===== config.mk =====
export PLATFORM = sky130hd
export DESIGN_NAME = keypad_debounce_n
export DESIGN_NICKNAME = d
export VERILOG_FILES = /design/src/rtl/keypad_db_pkg.sv /design/src/rtl/keypad_db_channel.sv /design/src/rtl/keypad_debounce_n.sv
export SDC_FILE = /design/constraint.sdc
export NUM_CORES = 1
export LEC_CHECK = 0
export BUFFER_PORTS_ARGS = -buffer_cell sky130_fd_sc_hd__buf_2
export CELL_PAD_IN_SITES_DETAIL_PLACEMENT = 1
export CELL_PAD_IN_SITES_GLOBAL_PLACEMENT = 1
export CORE_UTILIZATION = 35
export CTS_BUF_LIST = sky130_fd_sc_hd__clkbuf_4
export DETAILED_ROUTE_END_ITERATION = 6
export GPL_ROUTABILITY_DRIVEN = 0
export GPL_TIMING_DRIVEN = 1
export HOLD_SLACK_MARGIN = 0.1
export PLACE_DENSITY_LB_ADDON = 0.1
export SETUP_SLACK_MARGIN = 0.05
export SLEW_MARGIN = 5
export SYNTH_ARGS = -nofsm -noshare
export SYNTH_HDL_FRONTEND = slang
export SYNTH_SLANG_ARGS = --single-unit
export TNS_END_PERCENT = 100

===== constraint.sdc =====
create_clock -name CLK_DB -period 5.75 [get_ports CLK_DB]
set_input_delay 0.575 -clock CLK_DB [delete_from_list [all_inputs] [get_ports CLK_DB]]
set_output_delay 0.575 -clock CLK_DB [all_outputs]
set_load 0.1 [all_outputs]

===== src/rtl/keypad_db_pkg.sv =====
// Shared defaults and elaboration helpers for the keypad debouncer.
package keypad_db_pkg;

  localparam int unsigned DB_TICK_DIV_DEFAULT   = 250000;
  localparam int unsigned DB_STABLE_CNT_DEFAULT = 4;

  // Bits needed to encode values 0..value-1.
  function automatic int unsigned db_clog2(input int unsigned value);
    int unsigned result;
    result = 0;
    for (int unsigned p = 1; p < value; p = p << 1) begin
      result = result + 1;
    end
    return result;
  endfunction

endpackage


===== src/rtl/keypad_db_channel.sv =====
// One debounced key: 2-flop synchronizer, polarity fix, tick-qualified stability counter.
// Edge pulses exist only when KEYPAD_DB_EDGE_EN is defined; otherwise they are tied low.
module keypad_db_channel
  import keypad_db_pkg::*;
#(
  parameter int unsigned STABLE_CNT = DB_STABLE_CNT_DEFAULT,
  parameter bit          ACTIVE_LOW = 1'b0
) (
  input  logic clk,
  input  logic rst,
  input  logic tick,
  input  logic raw,
  output logic level,
  output logic rise,
  output logic fall
);

  localparam int unsigned   CW       = db_clog2(STABLE_CNT + 1);
  localparam logic [CW-1:0] CNT_LAST = CW'(STABLE_CNT - 1);

  logic          sync_q1;
  logic          sync_q2;
  logic          sample;
  logic [CW-1:0] cnt;

  always_ff @(posedge clk) begin
    if (rst) begin
      sync_q1 <= 1'b0;
      sync_q2 <= 1'b0;
    end else begin
      sync_q1 <= raw;
      sync_q2 <= sync_q1;
    end
  end

  assign sample = sync_q2 ^ ACTIVE_LOW;

  always_ff @(posedge clk) begin
    if (rst) begin
      cnt   <= '0;
      level <= 1'b0;
    end else if (tick) begin
      if (sample == level) begin
        cnt <= '0;
      end else if (cnt == CNT_LAST) begin
        level <= sample;
        cnt   <= '0;
      end else begin
        cnt <= cnt + 1'b1;
      end
    end
  end

`ifdef KEYPAD_DB_EDGE_EN
  logic accept;

  // Same condition that updates level, so pulses line up with the level change.
  assign accept = tick && (sample != level) && (cnt == CNT_LAST);

  always_ff @(posedge clk) begin
    if (rst) begin
      rise <= 1'b0;
      fall <= 1'b0;
    end else begin
      rise <= accept & sample;
      fall <= accept & ~sample;
    end
  end
`else
  assign rise = 1'b0;
  assign fall = 1'b0;
`endif

endmodule


===== src/rtl/keypad_debounce_n.sv =====
// Multi-channel keypad debouncer: shared sample-tick divider plus one channel per key.
// Optional edge pulses controlled by macro KEYPAD_DB_EDGE_EN.
module keypad_debounce_n
  import keypad_db_pkg::*;
#(
  parameter int unsigned FREQ_HZ    = 50000000,
  parameter int unsigned TICK_DIV   = DB_TICK_DIV_DEFAULT,
  parameter int unsigned CHANNELS   = 4,
  parameter int unsigned STABLE_CNT = DB_STABLE_CNT_DEFAULT,
  parameter bit          ACTIVE_LOW = 1'b0
) (
  input  logic                CLK_DB,
  input  logic                RST_DB,
  input  logic [CHANNELS-1:0] Presion_Boton,
  output logic [CHANNELS-1:0] PB_D,
  output logic [CHANNELS-1:0] PB_RISE,
  output logic [CHANNELS-1:0] PB_FALL,
  output logic                ANY_PRESSED
);

  localparam int unsigned   TW        = db_clog2(TICK_DIV);
  localparam logic [TW-1:0] TICK_LAST = TW'(TICK_DIV - 1);

  if (FREQ_HZ == 0 || TICK_DIV < 2 || CHANNELS < 1 || CHANNELS > 32 || STABLE_CNT < 1) begin : g_bad_cfg
    $error("keypad_debounce_n: illegal parameter set");
  end

  logic [TW-1:0] tick_cnt;
  logic          tick;

  assign tick = (tick_cnt == TICK_LAST);

  always_ff @(posedge CLK_DB) begin
    if (RST_DB) begin
      tick_cnt <= '0;
    end else if (tick) begin
      tick_cnt <= '0;
    end else begin
      tick_cnt <= tick_cnt + 1'b1;
    end
  end

  for (genvar i = 0; i < int'(CHANNELS); i++) begin : g_ch
    keypad_db_channel #(
      .STABLE_CNT (STABLE_CNT),
      .ACTIVE_LOW (ACTIVE_LOW)
    ) u_ch (
      .clk   (CLK_DB),
      .rst   (RST_DB),
      .tick  (tick),
      .raw   (Presion_Boton[i]),
      .level (PB_D[i]),
      .rise  (PB_RISE[i]),
      .fall  (PB_FALL[i])
    );
  end

  assign ANY_PRESSED = |PB_D;

endmodule


# Word-level counts from Yosys, hierarchy flattened
# Index checks and enable logic that the tools add are counted.
dict set report word_totals {
  reg_bits 42
  in_bits 6
  out_inout_bits 13
  word_cells 49
}
dict set report op_classes {
  add_sub_neg 5
  n_eq_ne 9
  muxes 8
  bitwise_logic 4
  n_reduce_logical 6
}
# cell n
set op_table {}
lappend op_table {{3-bit two-way mux} 8}
lappend op_table {{18-bit by 1-bit adder with 18-bit output (second input constant)} 1}
lappend op_table {{18-bit equality test (second input constant)} 1}
lappend op_table {{3-bit by 1-bit adder with 3-bit output (second input constant)} 4}
lappend op_table {{3-bit by 2-bit equality test with 1-bit output (second input constant)} 4}
lappend op_table {{3-bit AND reduction} 4}
lappend op_table {{1-bit equality test} 4}
lappend op_table {{1-bit NOT} 4}
lappend op_table {{4-bit OR reduction} 1}
lappend op_table {{2-bit OR reduction} 1}

# Logic depth before layout (Yosys ltp)
dict set report depth {
  depth_word 3
  ltp_mapped 6
  mapped_depth_nobuf 5
}

# Modules after synthesis
# A second synthesis with hierarchy kept.
dict set report hier_totals {
  hier_cells 197
  area_unflattened_um2 1849.3
}
# mod instances cells_each area_each_um2 seq_area_each_um2
set modules_own_cells {}
lappend modules_own_cells {keypad_db_channel 4 26 254.0 120.1}
lappend modules_own_cells {keypad_debounce_n 1 93 833.3 360.3}

# Least setup slack after synthesis
# No wires, ideal clock.
dict set report synth_path {
  path_kind {register -> output}
  from {reg g_ch[1].u_ch.level}
  to {out ANY_PRESSED}
  t_arrival_ns 1.275
  t_required_ns 5.175
  path_slack_ns 3.900
  path_stages_with_launch 2
  path_buffers 0
  path_cell_list {dfxtp_1 > or4_1}
}
dict set report synth_between {
  elab_chain_len 1
}
# item line_no
set synth_rtl {}
lappend synth_rtl {{from (decl)} keypad_db_channel.sv:13} ;# output logic level,
lappend synth_rtl {{from (signal assigned)} keypad_db_channel.sv:46} ;# level <= sample;
lappend synth_rtl {{4-bit OR reduction} keypad_debounce_n.sv:58} ;# assign ANY_PRESSED = |PB_D;
lappend synth_rtl {{to (decl)} keypad_debounce_n.sv:18} ;# output logic ANY_PRESSED
# No other way between the ends.

# Worst setup path after layout
# Ends and elaborated chain as after synthesis.

==> results.md <==
* Max Fclk at around 480 MHz
* ANT nets after route at 0
* Critical-path cell list: or4_1 > buf_2
* Buffers on Ports at 10
* Largest net degree at the start of global routing at 23
* Post-DP Area at 2030 µm²
* HPWL Detailed at 3.33 mm
* Pre-CTS setup slack at about 3.6 ns
* Slowest cell delay on critical path at 0.51 ns
* Synth unique cells at 40
* GRT Total Usage at about 16%
* Reg2reg setup slack at 3.67 ns
* Post-CTS setup buffer count at 0
* Dominant synthesized flop cell: dfxtp_1
* Post-synthesis sequential area ratio at roughly two fifths
* Worst slew margin at between 40% and 50%
* First-pass GRT wire length at between 7 and 8 mm
* Leak pwr at 0.724 nW
* Final setup viols at 0
* CTS Buffer Depth at 2
* Synth area leaders: dfxtp_1, xnor2_1, buf_4, nor2_1, nor2b_1
* Post-route worst setup slack at 3.65 ns
* Post-Route WL at 4.54 mm
* Storage cell area at 841 µm²
* Fill count at 652
* Most common library cells after synthesis: dfxtp_1, nor2_1, xnor2_1
* Worst Hold Slack at 0.436 ns
* Tmin final at 2.10 ns
* Row count at 27
* Total gr overflow at 0
* RSZ-0062 raised after global routing: false
* Slew Viols, Final at 0
* Maximum VDD drop at 0.0889 mV
* # H-tree levels at 2
* Avg Inst Size Synth at ~9 µm²
* Post-synth EDFFs at 0
* Data required, critical path at 5.18 ns
* Crit path DAT at approximately 1.5 ns
* Antenna Cells at 0
* Worst-Margin Slew at 0.766 ns
* Multi-input gate area at 1030 µm²
* Die Span Y at 77.7 µm
* Worst R2R Path Depth at 5
* Pwr/cell area at ~230 nW/µm²
* RR Endpoint: tick_cnt[4]
* Layout cells sized above 1 at about a tenth
* Number of buffers created by CTS at 5
* Final nets at about 240
* Min-Delay Path Class: primary input to flip-flop
* Area grow syn2layout at 3.31%
* Status: finished clean
* Clock root buffer: clkbuf_4
* Worst Setup EP: ANY_PRESSED
* Syn Inst Count at 222
* Core area at roughly 5500 µm²
* Setup crit start kind: flip-flop
* Crit path max fanout at 4
* CP max-delay cell: or4_1
* Final Skew at about 0.0076 ns
* # IOs at 19
* Critical Path End Type: primary output
* Critical path type: flip-flop to primary output
* Sink Count at 42
* Final Hold Fails at 0
* Post-synth ARST share at 0%
* Top-count cell post-synth: dfxtp_1
* Layout Cell Area excl Fill at about 2100 µm²
* First DRT Iteration DRCs at 70
* Initial core utilization at 36.4%
* WL/cell at ~15 µm
* Crit Reg-Reg Startpoint: tick_cnt[0]
* CTS tree: built
* Number of global-route vias before repair at 1,603
* Max cap viols at 0
* Via count at about 1.5k
* Post-cts gate resize count at 0
* Reg clk slew, reported paths at 0.12 ns
* Area leader, netlist: dfxtp_1
* Origin of the worst setup path: g_ch[1].u_ch.level
* Final period util at 36.4%
* Setup TNS at 0 ns
* Synthesized flop and latch total at 42
* Vias/cell at 5.14
* Worst-Skew Late Latency at around 0.34 ns
* Chip width at 77.7 µm
* Syn Std Cell Area at 2010 µm²
* Cts hold-fix bufs at 0
* Die area at 6040 µm²
* Yosys warns at 0
* Final design utilization at 37.6%
* Initial antenna violation count at 0
* Yosys top cell area share at 41.9%
* Residual DRC at 0
* First-pass detailed-route iteration total at 4
[cell families after synthesis]
| kind of cell | synth area share (%) |
|---|---|
| mux | 0.998 |
| other cells | 0.187 |
| fa+ha+maj | 3.12 |
| compound gates | 8.11 |
| flops | 41.9 |
| xor+xnor | 8.30 |
| simple gates | 29.2 |
| buf+inv | 8.17 |
[worst min-delay path by stage]
stage                         startpoint  cells past startpoint                   end
detailed placement  g_ch[3].u_ch.sync_q1                      1   g_ch[3].u_ch.sample
global route            Presion_Boton[1]                      2  g_ch[1].u_ch.sync_q1
global placement    g_ch[2].u_ch.sync_q1                      1   g_ch[2].u_ch.sample
finish                  Presion_Boton[0]                      2  g_ch[0].u_ch.sync_q1
floorplan            g_ch[1].u_ch.cnt[2]                      2   g_ch[1].u_ch.cnt[2]
CTS                     Presion_Boton[1]                      2  g_ch[1].u_ch.sync_q1
[cell usage in the layout (no fill, tap or decap), drive strengths merged]
| master | netlist | final |
|---|---|---|
| nand4b | 3 | 3 |
| or3 | 2 | 2 |
| nand3 | 10 | 10 |
| clkbuf | 3 | 5 |
| nor2b | 12 | 12 |
| nor4 | 8 | 8 |
| o31ai | 1 | 1 |
| o21ai | 11 | 11 |
| or4 | 3 | 3 |
| clkinv | 0 | 1 |
| o311a | 2 | 2 |
| dfxtp | 42 | 42 |
| nor4b | 2 | 2 |
| and2 | 1 | 1 |
| conb | 1 | 8 |
| buf | 17 | 10 |
| a21oi | 13 | 13 |
| nand2b | 2 | 2 |
| xnor2 | 16 | 16 |
| nor2 | 26 | 26 |
| nand2 | 12 | 12 |
| ha | 5 | 5 |
| xor2 | 3 | 3 |
| mux2i | 2 | 2 |
| nor3 | 5 | 5 |
| nand3b | 1 | 1 |
| nand4 | 13 | 13 |
| inv | 6 | 6 |
[sequential cells by signal, summed over array words and instances, names as in the netlist]
| register | flops |
|---|---|
| g_ch.u_ch.level | 4 |
| tick_cnt | 18 |
| g_ch.u_ch.sample | 4 |
| g_ch.u_ch.sync_q1 | 4 |
| g_ch.u_ch.cnt | 12 |
[worst max-delay path: cells and delay by family, from the launching register on]
family,cells,cell delay (ns)
flops,1,0.36
buf+inv,1,0.30
simple gates,1,0.51
[stage by stage]
step	total power [mW]	instances
after floorplan	0.343	229
after global placement	0.343	291
after detailed placement	0.344	291
after CTS	0.478	297
after global routing	0.492	297
final	0.468	297
[routing by layer]
layer	global-route usage [%]	part of all wire, %
met2	26.9	48
met1	20.7	49
met3	3.88	2.2
met4	5.66	1.2
met5	0	0
[power breakdown]
part           internal (mW)  total (mW)  switching (mW)
logic                0.00576      0.0378          0.0320
clock network         0.0419       0.132          0.0896
registers              0.295       0.299         0.00383
[layout make-up]
cell class	instances	area share [%]
clock buffer	5	1.81
inverter	6	1.09
multi-input combinational	161	49.6
clock inverter	1	0.181
sequential	42	40.6
tap	72	4.35
timing repair buffer	10	2.42
(Power assumes the default switching activity.)
